--- src/rtl/pulse_peak_analyzer.sv ---
// Pulse peak analyzer: finds threshold crossings and measures peak, peak time, width and pile-up of each pulse.
// Latency: a record appears in the output register one cycle after the sample that ends the pulse.
// Backpressure: one-deep output register; a record that arrives while a record is still held is dropped and counted in lost_count.
module pulse_peak_analyzer #(
    parameter int DATA_WIDTH  = 16,
    parameter int TIME_WIDTH  = 16,
    parameter int WIDTH_BITS  = 8,
    parameter int CNT_WIDTH   = 16,
    parameter int DEAD_TIME   = 4,
    parameter int PILEUP_HYST = 32
) (
    input  logic                         clk,
    input  logic                         reset,
    input  logic                         enable,
    input  logic signed [DATA_WIDTH-1:0] threshold,
    input  logic signed [DATA_WIDTH-1:0] input_data,
    output logic                         result_valid,
    input  logic                         result_ready,
    output logic signed [DATA_WIDTH-1:0] result_peak,
    output logic [TIME_WIDTH-1:0]        result_time,
    output logic [WIDTH_BITS-1:0]        result_width,
    output logic                         result_pileup,
    output logic [CNT_WIDTH-1:0]         pulse_count,
    output logic [CNT_WIDTH-1:0]         lost_count,
    output logic                         busy
);

    localparam logic [1:0] ST_IDLE  = 2'd0;
    localparam logic [1:0] ST_TRACK = 2'd1;
    localparam logic [1:0] ST_DEAD  = 2'd2;

    // Dead-time counter is sized so DEAD_TIME=0 still yields a legal width.
    localparam int DCW = $clog2(DEAD_TIME + 2);
    localparam logic [DCW-1:0] DEAD_LOAD = DCW'((DEAD_TIME > 0) ? DEAD_TIME - 1 : 0);
    localparam logic signed [DATA_WIDTH:0] HYST = $signed((DATA_WIDTH+1)'(PILEUP_HYST));

    logic [1:0]                   state;
    logic [TIME_WIDTH-1:0]        ts;
    logic signed [DATA_WIDTH-1:0] peak;
    logic signed [DATA_WIDTH-1:0] valley;
    logic [TIME_WIDTH-1:0]        peak_time;
    logic [WIDTH_BITS-1:0]        width;
    logic                         pileup;
    logic [DCW-1:0]               dead_cnt;

    logic                         above;
    logic                         new_peak;
    logic signed [DATA_WIDTH-1:0] valley_nx;
    logic signed [DATA_WIDTH:0]   data_ext;
    logic signed [DATA_WIDTH:0]   valley_lim;
    logic                         pile_hit;
    logic [WIDTH_BITS-1:0]        width_nx;
    logic                         commit;
    logic                         accept;

    // Per-sample tracking decisions; pile-up is judged against the valley after this sample's update,
    // so a new peak or a new minimum can never flag pile-up by itself.
    always_comb begin
        above      = input_data > threshold;
        new_peak   = input_data > peak;
        valley_nx  = valley;
        if (new_peak || (input_data < valley)) begin
            valley_nx = input_data;
        end
        data_ext   = {input_data[DATA_WIDTH-1], input_data};
        valley_lim = {valley_nx[DATA_WIDTH-1], valley_nx} + HYST;
        pile_hit   = data_ext > valley_lim;
        width_nx   = (width == {WIDTH_BITS{1'b1}}) ? width : width + WIDTH_BITS'(1);
        commit     = enable && (state == ST_TRACK) && !above;
        accept     = result_valid && result_ready;
    end

    assign busy = (state != ST_IDLE);

    // Timestamp counter and the pulse-tracking state machine.
    always_ff @(posedge clk or negedge reset) begin
        if (!reset) begin
            state     <= ST_IDLE;
            ts        <= '0;
            peak      <= '0;
            valley    <= '0;
            peak_time <= '0;
            width     <= '0;
            pileup    <= 1'b0;
            dead_cnt  <= '0;
        end else begin
            ts <= ts + TIME_WIDTH'(1);
            if (!enable) begin
                state <= ST_IDLE;
            end else begin
                case (state)
                    ST_IDLE: begin
                        if (above) begin
                            state     <= ST_TRACK;
                            peak      <= input_data;
                            peak_time <= ts;
                            width     <= WIDTH_BITS'(1);
                            valley    <= input_data;
                            pileup    <= 1'b0;
                        end
                    end
                    ST_TRACK: begin
                        if (above) begin
                            width  <= width_nx;
                            valley <= valley_nx;
                            if (new_peak) begin
                                peak      <= input_data;
                                peak_time <= ts;
                            end
                            if (pile_hit) begin
                                pileup <= 1'b1;
                            end
                        end else if (DEAD_TIME == 0) begin
                            state <= ST_IDLE;
                        end else begin
                            state    <= ST_DEAD;
                            dead_cnt <= DEAD_LOAD;
                        end
                    end
                    ST_DEAD: begin
                        if (dead_cnt == '0) begin
                            state <= ST_IDLE;
                        end else begin
                            dead_cnt <= dead_cnt - DCW'(1);
                        end
                    end
                    default: state <= ST_IDLE;
                endcase
            end
        end
    end

    // Output record register with drop-on-full policy and saturating statistics.
    always_ff @(posedge clk or negedge reset) begin
        if (!reset) begin
            result_valid  <= 1'b0;
            result_peak   <= '0;
            result_time   <= '0;
            result_width  <= '0;
            result_pileup <= 1'b0;
            pulse_count   <= '0;
            lost_count    <= '0;
        end else if (commit) begin
            if (pulse_count != {CNT_WIDTH{1'b1}}) begin
                pulse_count <= pulse_count + CNT_WIDTH'(1);
            end
            if (!result_valid || result_ready) begin
                result_valid  <= 1'b1;
                result_peak   <= peak;
                result_time   <= peak_time;
                result_width  <= width;
                result_pileup <= pileup;
            end else if (lost_count != {CNT_WIDTH{1'b1}}) begin
                lost_count <= lost_count + CNT_WIDTH'(1);
            end
        end else if (accept) begin
            result_valid <= 1'b0;
        end
    end

endmodule

--- config.mk ---
export PLATFORM = sky130hd
export DESIGN_NAME = pulse_peak_analyzer
export DESIGN_NICKNAME = d
export VERILOG_FILES = /design/src/rtl/pulse_peak_analyzer.sv
export SDC_FILE = /design/constraint.sdc
export NUM_CORES = 1
export LEC_CHECK = 0
export BUFFER_PORTS_ARGS = -buffer_cell sky130_fd_sc_hd__buf_2
export CAP_MARGIN = 10
export CORE_MARGIN = 4
export CORE_UTILIZATION = 53
export CTS_CLUSTER_SIZE = 24
export DETAILED_ROUTE_END_ITERATION = 12
export PLACE_DENSITY = 0.77
export SYNTH_ARGS = -nofsm -noshare
export SYNTH_HDL_FRONTEND = slang
export SYNTH_SLANG_ARGS = --single-unit
--- constraint.sdc ---
create_clock -name clk -period 4.5 [get_ports clk]
set_clock_uncertainty 0.1 [all_clocks]
set_input_delay 0.9 -clock clk [delete_from_list [all_inputs] [get_ports clk]]
set_output_delay 0.9 -clock clk [all_outputs]
set_load 0.02 [all_outputs]
==> out/results.tsv <==
metric	value	unit
Critical Path Start Type	primary input	
most frequent cell after synthesis	dfrtp_1	
sequential share of the synthesized area	44.6	%
die width	135	um
worst vdd ir	0.319	mV
Max Clk Rate	0.214	GHz
initial DRC count	383	
crit path capture type	register	
failing checks	negative setup slack	
die area	18200	sq um
Critical Path Most Common Cell	buf_4	
GRT Residual Overflow	0	
CP max stage cell	or3_4	
initial antenna violation count	0	
Post-Place Worst Slack	-560	ps
status	finished, violations left	
CTS root buf	clkbuf_16	
async set-or-reset flop fraction in the synthesized netlist	100	%
CP Class	in2reg	
pin count of the biggest net entering global routing	101	
slew margin rel.	25.9	%
per-cell routed wire length	17.2	um
final hold violation count	0	
Critical Path AT	4870	ps
Post-synth EDFFs	0	
GRT Total Usage	23.5	%
final worst-path cycle share	104	%
top post-synthesis cells by area	dfrtp_1, mux2_2, ha_1, xnor2_1, nand3_1	
minimum clock period	4670	ps
CTS tree	done	
post-route ant nets	0	
Worst EP required	4700	ps
Antenna Cells	0	
Critical Path Max Stage Delay	370	ps
syn nets	892	
# port buffers	110	
CTS buffer count	17	
average size of a mapped cell	10.9	sq um
clock latency on the worst-skew pair	420	ps
number of endpoints failing setup at the final stage	1	
DP HPWL	14400	um
top routing layer used	met4	
top_reg_cell synth	dfrtp_1	
CP Cell Sequence	buf_8 -> ha_4 -> nand4_1 -> buf_4 -> buf_4 -> nor3_2 -> a21oi_2 -> and4_4 -> o311ai_4 -> nand2_1 -> o21ai_2 -> ha_2 -> nand2_2 -> or3_4 -> buf_6 -> nor2_4 -> xnor2_1 -> o21ai_1 -> ha_1 -> a211oi_2 -> nand4b_1 -> a311oi_1 -> nor2_1	
vias in the first global route	6868	
Max-Cap Viols	0	
fraction of layout cells with a size suffix above 1	33.8	%
row cnt	46	
drt first pass iters	5	
measured slew at the worst slew-check pin	1110	ps
Final Wtd Congestion	0.917	
core area	15800	sq um
Post-Syn Area	8520	sq um
Final Max Slew Viols	0	
Starting Density	53.8	%
met1 wire length	8510	um
via count	6601	
Inst Count DP	1141	
number of vias per cell	5.59	
PD cells	502	nW/um^2
post-route insts no fill	1180	
top-area cell type share of the netlist area	44.6	%
Worst Hold Class	reg2reg	
most instantiated cells after synthesis	dfrtp_1, mux2_2, ha_1, inv_1, nand3_1	
CTS sink count	152	
cell count after synthesis	785	
Clock transition at path regs	60	ps
top cell type by total area after synthesis	dfrtp_1	
RSZ-0062 raised after global routing	yes	
fin worst setup slack	-173	ps
DR DRC count	0	
Final #Nets	1060	
synth-to-layout area growth	23.3	%
setup TNS	-173	ps
# IOs	111	
first-pass GRT wire length	34000	um
DRT Wirelength	20300	um
clk buf depth	2	
synthesized flop and latch total	152	
met2 WL	10300	um
Synth warnings	0	
Cell variety after synth	62	
crit-path max FO	5	
routed wl met3	796	um
H-tree level count	4	
Leakage	5.10	nW
die height	135	um
==> cell type report <==
type,instances,area (sq um)
fillers,1235,5320
multi-input cells,557,4590
flip-flops and latches,152,3800
repair buffers,167,1040
clock buffers,20,457
well taps,216,270
inverters,58,218
clock inverters,10,123
==> cells by family (layout without fill, tap and decap cells) <==
logic type / Yosys count / in the layout / synth area share, %
AOI/OAI and AO/OA: 85 / 85 / 6.86
xor gates and xnor gates: 59 / 59 / 6.06
adders and majority gates: 71 / 71 / 10.4
buffers and inverters: 76 / 255 / 3.76
DFF: 152 / 152 / 44.6
muxes: 100 / 100 / 13.6
and+or+nand+nor: 242 / 242 / 14.7
==> critical path: cells and delay by family <==
family / cells / cell delay [ps]
compound gates: 6 / 1140
xor+xnor: 1 / 120
buf+inv: 4 / 570
fa+ha+maj: 3 / 780
simple gates: 9 / 1350
==> report_power, final <==
part / total (mW) / switching [mW] / internal (mW)
registers: 1.89 / 0.230 / 1.66
logic: 1.97 / 1.06 / 0.908
clock network: 1.42 / 0.573 / 0.844
==> sequential cells by signal, summed over array words and instances (netlist names) <==
signal	count
result_time	16
pileup	1
valley	16
result_valid	1
result_pileup	1
pulse_count	16
width	8
peak	16
lost_count	16
result_peak	16
dead_cnt	3
ts	16
state	2
peak_time	16
result_width	8
==> timing repair <==
item,CTS,global route
hold buffers,0,0
setup endpoints to repair,1,1
buffers inserted,5,4
pin swaps,29,19
resized for setup,27,8
==> per-stage QoR <==
stage                     utilization (%)  hold slack [ps]  total power, mW  cell area, sq um
final                                66.4              392             5.28             10500
after global placement               61.0              361             3.68              9660
after CTS                            66.0              396             5.26             10500
after global routing                 66.4              417             5.62             10500
after detailed placement             61.0              388             3.74              9660
after floorplan                         -              342             3.13              8550
==> per-layer routing <==
metal	vias up	GRT usage, %
met4	0	10.2
met1	3236	28.7
li1	3145	-
met5	-	0
met2	168	40.4
met3	52	4.66
==> layout by cell type, fill, tap and decap left out, drive strengths merged, types with 3 or more instances in the layout <==
| cell | netlist | routed |
|---|---|---|
| a211o | 3 | 3 |
| a21o | 7 | 7 |
| a21oi | 25 | 25 |
| a31oi | 3 | 3 |
| and2 | 3 | 3 |
| and3 | 14 | 14 |
| and4 | 6 | 6 |
| buf | 15 | 167 |
| clkbuf | 3 | 20 |
| clkinv | 2 | 7 |
| dfrtp | 152 | 152 |
| ha | 71 | 71 |
| inv | 56 | 57 |
| mux2 | 96 | 96 |
| mux2i | 4 | 4 |
| nand2 | 54 | 54 |
| nand2b | 6 | 6 |
| nand3 | 56 | 56 |
| nand4 | 29 | 29 |
| nor2 | 36 | 36 |
| nor2b | 8 | 8 |
| nor3 | 11 | 11 |
| nor3b | 3 | 3 |
| nor4 | 6 | 6 |
| o21a | 5 | 5 |
| o21ai | 21 | 21 |
| or4 | 4 | 4 |
| xnor2 | 53 | 53 |
| xor2 | 6 | 6 |
==> worst paths after layout <==
path / slack [ps] / endpoint / from / cells after the start
worst min register to register: 390 / ts[4]$_DFF_PN0_ / ts[4]$_DFF_PN0_ / 1
worst min-delay path: 390 / ts[4]$_DFF_PN0_ / ts[4]$_DFF_PN0_ / 1
max in group asynchronous: 2840 / width[2]$_DFFE_PN0P_ / reset / 2
worst max register to register: -120 / pileup$_DFFE_PN0P_ / peak[15]$_DFFE_PN0P_ / 23
worst max-delay path: -170 / pileup$_DFFE_PN0P_ / input_data[15] / 23
min in group asynchronous: 450 / valley[9]$_DFFE_PN0P_ / reset / 1
Power figures use the tool's default switching activity.
